## src/rtl/div_unit_pkg.sv

```systemverilog
// Shared encodings for the EX-stage iterative divider: FSM states,
// result-ready and stall-request levels.
package div_unit_pkg;

  typedef enum logic [1:0] {
    DivFree   = 2'b00,
    DivByZero = 2'b01,
    DivOn     = 2'b10,
    DivEnd    = 2'b11
  } div_state_e;

  localparam logic DivResultReady    = 1'b1;
  localparam logic DivResultNotReady = 1'b0;
  localparam logic Stop              = 1'b1;
  localparam logic NoStop            = 1'b0;

endpackage

```

## src/rtl/div_unit_step.sv

```systemverilog
// One restoring-division step: shift {rem, quo} left by one, then
// trial-subtract the divisor at WIDTH+1 bits.
module div_unit_step #(
  parameter int WIDTH = 32
) (
  input  logic [WIDTH-1:0] rem_i,
  input  logic [WIDTH-1:0] quo_i,
  input  logic [WIDTH-1:0] dvs_i,
  output logic [WIDTH-1:0] rem_o,
  output logic [WIDTH-1:0] quo_o
);

  logic [WIDTH:0] trial;
  logic [WIDTH:0] diff;

  assign trial = {rem_i, quo_i[WIDTH-1]};
  assign diff  = trial - {1'b0, dvs_i};

  // A borrow (diff MSB set) means the divisor did not fit: restore.
  assign rem_o = diff[WIDTH] ? trial[WIDTH-1:0] : diff[WIDTH-1:0];
  assign quo_o = {quo_i[WIDTH-2:0], ~diff[WIDTH]};

endmodule

```

## src/rtl/div_unit.sv

```systemverilog
// Iterative radix-2 restoring divider for DIV/DIVU; holds the EX stall
// request while a division is in flight and pulses ready_o with {HI, LO}.
module div_unit
  import div_unit_pkg::*;
#(
  parameter int WIDTH = 32,
  parameter int CNT_W = 6
) (
  input  logic               clk,
  input  logic               rst,
  input  logic               start_i,
  input  logic               signed_div_i,
  input  logic [WIDTH-1:0]   opdata1_i,
  input  logic [WIDTH-1:0]   opdata2_i,
  input  logic               annul_i,
  output logic [2*WIDTH-1:0] result_o,
  output logic               ready_o,
  output logic               stallreq_for_ex
);

  localparam logic [CNT_W-1:0] LastCnt = CNT_W'(WIDTH - 1);

  div_state_e         state_q;
  logic [CNT_W-1:0]   cnt_q;
  logic [WIDTH-1:0]   rem_q, dvd_q, dvs_q;
  logic               neg_quo_q, neg_rem_q;
  logic [2*WIDTH-1:0] result_q;
  logic               ready_q;

  logic               op1_neg, op2_neg;
  logic [WIDTH-1:0]   op1_abs, op2_abs;
  logic [WIDTH-1:0]   rem_d, quo_d, rem_fix, quo_fix;

  // |0x80..0| wraps to itself, which the unsigned core handles correctly.
  assign op1_neg = signed_div_i & opdata1_i[WIDTH-1];
  assign op2_neg = signed_div_i & opdata2_i[WIDTH-1];
  assign op1_abs = op1_neg ? (~opdata1_i + WIDTH'(1)) : opdata1_i;
  assign op2_abs = op2_neg ? (~opdata2_i + WIDTH'(1)) : opdata2_i;

  div_unit_step #(.WIDTH(WIDTH)) u_step (
    .rem_i (rem_q),
    .quo_i (dvd_q),
    .dvs_i (dvs_q),
    .rem_o (rem_d),
    .quo_o (quo_d)
  );

  assign quo_fix = neg_quo_q ? (~quo_d + WIDTH'(1)) : quo_d;
  assign rem_fix = neg_rem_q ? (~rem_d + WIDTH'(1)) : rem_d;

  always_ff @(posedge clk or negedge rst) begin
    if (!rst) begin
      state_q   <= DivFree;
      cnt_q     <= '0;
      rem_q     <= '0;
      dvd_q     <= '0;
      dvs_q     <= '0;
      neg_quo_q <= 1'b0;
      neg_rem_q <= 1'b0;
      result_q  <= '0;
      ready_q   <= DivResultNotReady;
    end else begin
      ready_q <= DivResultNotReady;
      case (state_q)
        DivFree: begin
          if (start_i && !annul_i) begin
            if (opdata2_i == '0) begin
              state_q <= DivByZero;
            end else begin
              dvd_q     <= op1_abs;
              dvs_q     <= op2_abs;
              rem_q     <= '0;
              neg_quo_q <= op1_neg ^ op2_neg;
              neg_rem_q <= op1_neg;
              cnt_q     <= '0;
              state_q   <= DivOn;
            end
          end
        end
        DivByZero: begin
          if (annul_i) begin
            state_q <= DivFree;
          end else begin
            result_q <= '0;
            ready_q  <= DivResultReady;
            state_q  <= DivEnd;
          end
        end
        DivOn: begin
          if (annul_i) begin
            state_q <= DivFree;
          end else begin
            rem_q <= rem_d;
            dvd_q <= quo_d;
            cnt_q <= cnt_q + CNT_W'(1);
            if (cnt_q == LastCnt) begin
              result_q <= {rem_fix, quo_fix};
              ready_q  <= DivResultReady;
              state_q  <= DivEnd;
            end
          end
        end
        DivEnd:  state_q <= DivFree;
        default: state_q <= DivFree;
      endcase
    end
  end

  assign result_o        = result_q;
  assign ready_o         = ready_q;
  assign stallreq_for_ex = (start_i && (state_q != DivEnd)) ? Stop : NoStop;

endmodule

```

## config.mk

```make
export PLATFORM = sky130hd
export DESIGN_NAME = div_unit
export DESIGN_NICKNAME = d
export VERILOG_FILES = /design/src/rtl/div_unit_pkg.sv /design/src/rtl/div_unit_step.sv /design/src/rtl/div_unit.sv
export SDC_FILE = /design/constraint.sdc
export NUM_CORES = 1
export LEC_CHECK = 0
export BUFFER_PORTS_ARGS = -buffer_cell sky130_fd_sc_hd__buf_2
export CORE_MARGIN = 2
export CORE_UTILIZATION = 60
export CTS_BUF_LIST = sky130_fd_sc_hd__clkbuf_16
export CTS_CLUSTER_SIZE = 10
export DETAILED_ROUTE_END_ITERATION = 16
export PLACE_DENSITY = 0.82
export SYNTH_ARGS = -nofsm -noshare
export SYNTH_HDL_FRONTEND = slang
export SYNTH_SLANG_ARGS = --single-unit
```

## constraint.sdc

```tcl
create_clock -name clk -period 7.1 [get_ports clk]
set_clock_uncertainty 0.15 [all_clocks]
set_input_delay 1.065 -clock clk [delete_from_list [all_inputs] [get_ports clk]]
set_output_delay 1.065 -clock clk [all_outputs]
set_load 0.005 [all_outputs]
```

==> results.md, run 1 <==
* Boundary pin count at 135
* Port Buf Inserts at 134
* CTS hold repair buffers at 0
* Cell Chain, Critical Path: inv_1, ha_1, inv_1, fa_1, a211oi_2, o211ai_2, a211oi_2, o31a_1, a211oi_4, inv_2, mux2i_1, ha_1, inv_1, nor2_1, nor4b_1, nand4_1, and2_1, or2_1, o31ai_1, xnor2_1, o21ai_1
* Pleak at 6.017 nW
* FMAX at 0.1880 GHz
* Util after Layout at 0.6845
* Synth top area share at 0.3586
* Status: finished clean
* Core Region at 19460 um^2
* WL per Instance at 17.13 um
* Placer Congestion at 0.9960
* Post-synth cell types at 80
* Post-synthesis sequential area ratio at 0.3586
* Row cnt at 51
* DRT iter0 DRCs at 1424
* Clock transition at path regs at 0.07 ns
* HP Start: result_o[22]
* Routed wire length at 31340 um
* Setup crit start kind: flip-flop
* WP data arrival at 5.47 ns
* H-tree depth at 4
* P per Cell Area at 492.9 nW/um^2
* Final setup violation count at 0
* MaxCap Viol Count at 0
* Final hold violation count at 0
* Maximum clock path buffer count at 2
* Global-route usage over all layers at 0.2936
* Syn avg cell area at 8.163 um^2
* Clock Sinks at 171
* Max stage delay on crit path at 0.43 ns
* Initial Util at 0.6132
* Crit path kind: reg2reg
* Die Y at 145.0 um
* Syn_nets at 1573
* Antenna violations before repair at 0
* Ys Warns at 0
* Final Max Slew Viols at 0
* Setup tns final at 0 ns
* Synth area leader: dfrtp_1
* Crit-path most repeated cell: inv_1
* DRC Markers at 0
* Switching Share at 0.4967
* Synth Cell Area at 11930 um^2
* Critical Path Fanout Max at 19
* Hold Path Class: reg2reg
* Origin of the critical flop-to-flop path: dvd_q[31]
* Post-DP HPWL at 23030 um
* Hold_ws at 0.3237 ns
* Top cells by area, synth: dfrtp_1 36%, o21ai_0 8.6%, nand2_1 7.2%
* Syn-to-layout area delta at 11.63%
* First-pass GRT wire length at 50850 um
* Share of post-route cells with drive strength above 1 at 0.1355
* WP data required at 7.25 ns
* Top_reg_cell synth: dfrtp_1
* Post-synth EDFFs at 0
* CTS tree: yes
* Most common cell after layout, fill and taps aside: nand2_1
* Slew HR at 0.2546
* Via count of the first global-routing pass at 9818
* Dpl ws at 1.517 ns
* Post_cts resized at 0
* Share of power burned in registers at 0.236
* Postcts setup bufs at 0
* Cts bufs inserted at 17
* Comb power frac at 0.613
* Tmin final at 5.320 ns
* Clock share of power at 0.150
* Root Buffer: clkbuf_16
* Post-route antenna net violation count at 0
* Remaining Overflow, GRT at 0
* Critical Path Start: dvd_q[31]
* Slew @ Worst Pin at 1.118 ns
* Synth Register Bits at 171
* Via Count at 11296
* Setup crit end kind: flip-flop
* Switching Power at 3.261 mW
* RSZ-0062 raised after global routing: false
* Setup WS post-layout at 1.780 ns
* Vias per inst at 6.173
* First drt pass iteration count at 8
* Async SR Flop Fraction at 1.000
* Slowest CP cell: fa_1
* Total Die Area at 21030 um^2
* Largest net degree at the start of global routing at 102
* Layout Nets at 1663
* Pint at 3.304 mW
* DIE WIDTH at 145.0 um
* Max IR drop VDD at 0.2832 mV
* Ant. Diodes at 0
* Commonest cells after routing, fill and taps aside: 229 x nand2_1, 204 x o21ai_0, 171 x dfrtp_1, 133 x buf_2, 107 x a21oi_1
* Post-synthesis instance total at 1462
* Clock latency on the worst-skew pair at 0.43 ns
* Final Cycle Share at 0.7493
-- layout make-up --
| cell class | count | area, um^2 |
|---|---|---|
| clock buffer | 17 | 425.4 |
| clock inverter | 15 | 192.7 |
| fill | 1586 | 6141 |
| inverter | 57 | 214.0 |
| multi-input combinational | 1161 | 7127 |
| sequential | 171 | 4279 |
| tap | 265 | 331.6 |
| timing repair buffer | 144 | 752.0 |
-- synthesized netlist by cell type, types with 7 or more instances --
| cell | instances |
|---|---|
| and2_1 | 17 |
| dfrtp_1 | 171 |
| nand4_1 | 14 |
| a21o_1 | 11 |
| buf_2 | 15 |
| xor2_1 | 64 |
| clkbuf_1 | 49 |
| or4_1 | 15 |
| nor2_1 | 89 |
| xnor2_1 | 73 |
| or3_1 | 26 |
| inv_1 | 56 |
| mux2i_1 | 25 |
| or2_2 | 7 |
| o21ai_0 | 204 |
| o21a_1 | 7 |
| o31ai_1 | 29 |
| nand2_1 | 229 |
| a211oi_1 | 7 |
| nor4_1 | 11 |
| nand3_1 | 21 |
| nand2b_1 | 11 |
| a21oi_1 | 107 |
| o21ai_1 | 11 |
| nor3_1 | 24 |
| ha_1 | 41 |
| a31oi_1 | 15 |
-- routing by layer --
layer  up-vias  GRT usage  wire, um
li1       5361          -         -
met1      5296     0.4610     14330
met2       590     0.4286     13490
met3        49    0.03962      3071
met4         0    0.06931       450
met5         -          0         0
-- critical path, delay by kind of cell, from the launching register on --
family / cells / cell delay (ns)
adder cells (fa/ha/maj): 3 / 0.83
multiplexers: 1 / 0.35
flip-flops: 1 / 0.39
buffers and inverters: 4 / 0.54
AO/OA/AOI/OAI: 7 / 1.51
AND/OR/NAND/NOR: 5 / 1.24
XOR/XNOR: 1 / 0.16
-- metrics by stage --
stage	power, mW	area (um^2)	instances
after floorplan	4.555	11930	1462
after global placement	5.334	12700	1798
after detailed placement	5.454	12700	1798
after CTS	6.454	13320	1830
after global routing	7.019	13320	1830
final	6.566	13320	1830
-- logic make-up (layout without fill, tap and decap cells) --
family | after synthesis | in the layout | synth area share
buffers and inverters | 130 | 233 | 0.04498
DFF | 171 | 171 | 0.3586
xor gates and xnor gates | 137 | 137 | 0.1005
muxes | 30 | 30 | 0.02569
and+or+nand+nor | 509 | 509 | 0.2052
adders and majority gates | 42 | 42 | 0.04466
AOI/OAI and AO/OA | 443 | 443 | 0.2204
-- flip-flops by register name (all words and copies together), names as in the netlist --
register,flops
result_o,64
dvd_q,32
dvs_q,32
rem_q,32
cnt_q,6
state_q,2
neg_quo_q,1
neg_rem_q,1
ready_o,1
-- power by group through the flow --
stage	clock (mW)	sequential, mW	combinational, mW
6_report	0.987	1.55	4.03
5_1_grt	1.03	1.58	4.41
4_1_cts	0.985	1.53	3.94
3_5_place_dp	0	1.55	3.91
3_3_place_gp	0	1.53	3.80
2_1_floorplan	0	1.42	3.14
-- worst paths after layout --
kind / endpoint / slack, ns / cells after the start
max in group asynchronous: neg_rem_q / 4.76 / 2
min in group asynchronous: result_o[36] / 0.59 / 1
min reg2reg: result_o[22] / 0.32 / 2
min: result_o[22] / 0.32 / 2
max: result_o[56] / 1.78 / 21
max reg2reg: result_o[56] / 1.78 / 21
(Power assumes the default switching activity.)
==> run 2: changes to the inputs <==
Clock period 7.1 ns to 5.45 ns, I/O delays scaled along.
==> results.md, run 2 (synthesis results as in run 1) <==
* DRC Markers at 0
* WP data required at 5.59 ns
* Antenna violations before repair at 0
* Layout Nets at 1667
* Hold_ws at 0.2815 ns
* DRT iter0 DRCs at 969
* Clock Sinks at 171
* Tmin final at 5.105 ns
* Clock transition at path regs at 0.08 ns
* FMAX at 0.1959 GHz
* Hold Path Class: in2async
* Commonest cells after routing, fill and taps aside: 229 x nand2_1, 204 x o21ai_0, 171 x dfrtp_1, 133 x buf_2, 107 x a21oi_1
* Initial Util at 0.6132
* Ant. Diodes at 0
* Filler cells at 1604
* Comb power frac at 0.627
* WL per Instance at 17.21 um
* MaxCap Viol Count at 0
* Crit path kind: reg2reg
* Final setup violation count at 0
* Cell Chain, Critical Path: inv_1, ha_1, inv_1, fa_1, a211oi_2, o211ai_2, a211oi_2, o31a_1, a211oi_4, inv_2, mux2i_1, ha_1, inv_1, nor2_1, nor4b_1, nand4_1, and2_1, or2_1, o31ai_1, xnor2_1, o21ai_1
* Max IR drop VDD at 0.4448 mV
* Switching Power at 4.297 mW
* Post-route antenna net violation count at 0
* Area of the multi-input gates at 7134 um^2
* Pleak at 6.007 nW
* Critical Path Start: dvd_q[31]
* DIE WIDTH at 145.0 um
* Remaining Overflow, GRT at 0
* Syn-to-layout area delta at 11.55%
* Max stage delay on crit path at 0.44 ns
* Total Die Area at 21030 um^2
* Cts bufs inserted at 17
* Clock share of power at 0.138
* Post-DP HPWL at 23800 um
* Clock latency on the worst-skew pair at 0.44 ns
* Critical Path Fanout Max at 10
* CTS tree: yes
* Setup tns final at 0 ns
* Slew HR at 0.2953
* Die Y at 145.0 um
* Share of post-route cells with drive strength above 1 at 0.1383
* Slew @ Worst Pin at 1.057 ns
* P per Cell Area at 639.0 nW/um^2
* Most common cell after layout, fill and taps aside: nand2_1
* Share of power burned in registers at 0.235
* Status: finished clean
* H-tree depth at 4
* First-pass GRT wire length at 51980 um
* Largest net degree at the start of global routing at 91
* Slowest CP cell: fa_1
* Port Buf Inserts at 134
* Core Region at 19460 um^2
* Via count of the first global-routing pass at 10162
* Setup crit end kind: flip-flop
* Crit-path most repeated cell: inv_1
* Pint at 4.210 mW
* Root Buffer: clkbuf_16
* Placer Congestion at 0.9505
* Final Cycle Share at 0.9367
* Boundary pin count at 135
* First drt pass iteration count at 7
* Setup crit start kind: flip-flop
* WP data arrival at 5.25 ns
* Via Count at 11063
* Reg area at 4279 um^2
* Row cnt at 51
* Routed wire length at 31570 um
* Global-route usage over all layers at 0.3024
* Vias per inst at 6.032
* Final hold violation count at 0
* Final Max Slew Viols at 0
* Origin of the critical flop-to-flop path: dvd_q[31]
* RSZ-0062 raised after global routing: false
* Max reg flops at 64
* Switching Share at 0.5051
* Maximum clock path buffer count at 2
run 2: changes by cell type in the layout (fill, tap and decap cells not counted), moves of 2 or more:
cell / before / now
bufinv_16: 3 / 0
inv_6: 0 / 4
buf_4: 10 / 13
inv_8: 4 / 2
run 2: layout make-up:
cell class | count | share of cell area
sequential | 171 | 0.3214
tap | 265 | 0.02491
multi-input combinational | 1161 | 0.5359
clock buffer | 17 | 0.03195
inverter | 57 | 0.01607
clock inverter | 15 | 0.01006
timing repair buffer | 148 | 0.05968
run 2: repair_timing:
action                     in CTS  in global routing
gates resized for setup         0                  1
hold buffers                    0                  0
setup endpoints to repair       0                  1
hold endpoints to repair        0                  0
setup buffers                   0                  0
run 2: routing by layer:
layer | share of wire | GRT usage | up-vias
met5 | 0 | 0 | -
met4 | 0.021 | 0.09554 | 0
met3 | 0.086 | 0.04686 | 49
met2 | 0.43 | 0.4500 | 483
met1 | 0.46 | 0.4535 | 5178
li1 | - | - | 5353
run 2: per-stage QoR:
step	area [um^2]	cells	utilization	power, mW	setup slack [ns]
floorplan	11930	1462	-	5.934	0.7151
global placement	12750	1802	0.6549	7.095	0.6180
detailed placement	12750	1802	0.6549	7.202	0.4275
CTS	13310	1834	0.6836	8.397	0.3557
global route	13310	1834	0.6840	9.144	0.04307
finish	13310	1834	0.6840	8.507	0.3452
run 2: power groups by stage:
stage	clock (mW)	sequential (mW)	combinational (mW)
2_1_floorplan	0	1.84	4.09
3_3_place_gp	0	1.98	5.12
3_5_place_dp	0	2.00	5.20
4_1_cts	1.18	1.98	5.24
5_1_grt	1.23	2.04	5.87
6_report	1.18	2.00	5.34
run 2: critical path: cells and delay by family (launching register included):
| family | cells | cell delay (ns) |
|---|---|---|
| adders and majority gates | 3 | 0.83 |
| buffers and inverters | 4 | 0.39 |
| muxes | 1 | 0.33 |
| and+or+nand+nor | 5 | 1.18 |
| DFF | 1 | 0.40 |
| xor gates and xnor gates | 1 | 0.15 |
| AOI/OAI and AO/OA | 7 | 1.55 |
run 2: path summary, 6_finish.rpt:
kind / depth (start not counted) / slack, ns / to
max: 21 / 0.35 / result_o[56]
min: 1 / 0.28 / result_o[36]
max reg2reg: 21 / 0.35 / result_o[56]
min reg2reg: 2 / 0.32 / result_o[13]
max in group asynchronous: 2 / 3.76 / dvs_q[29]
min in group clk: 2 / 0.32 / result_o[13]
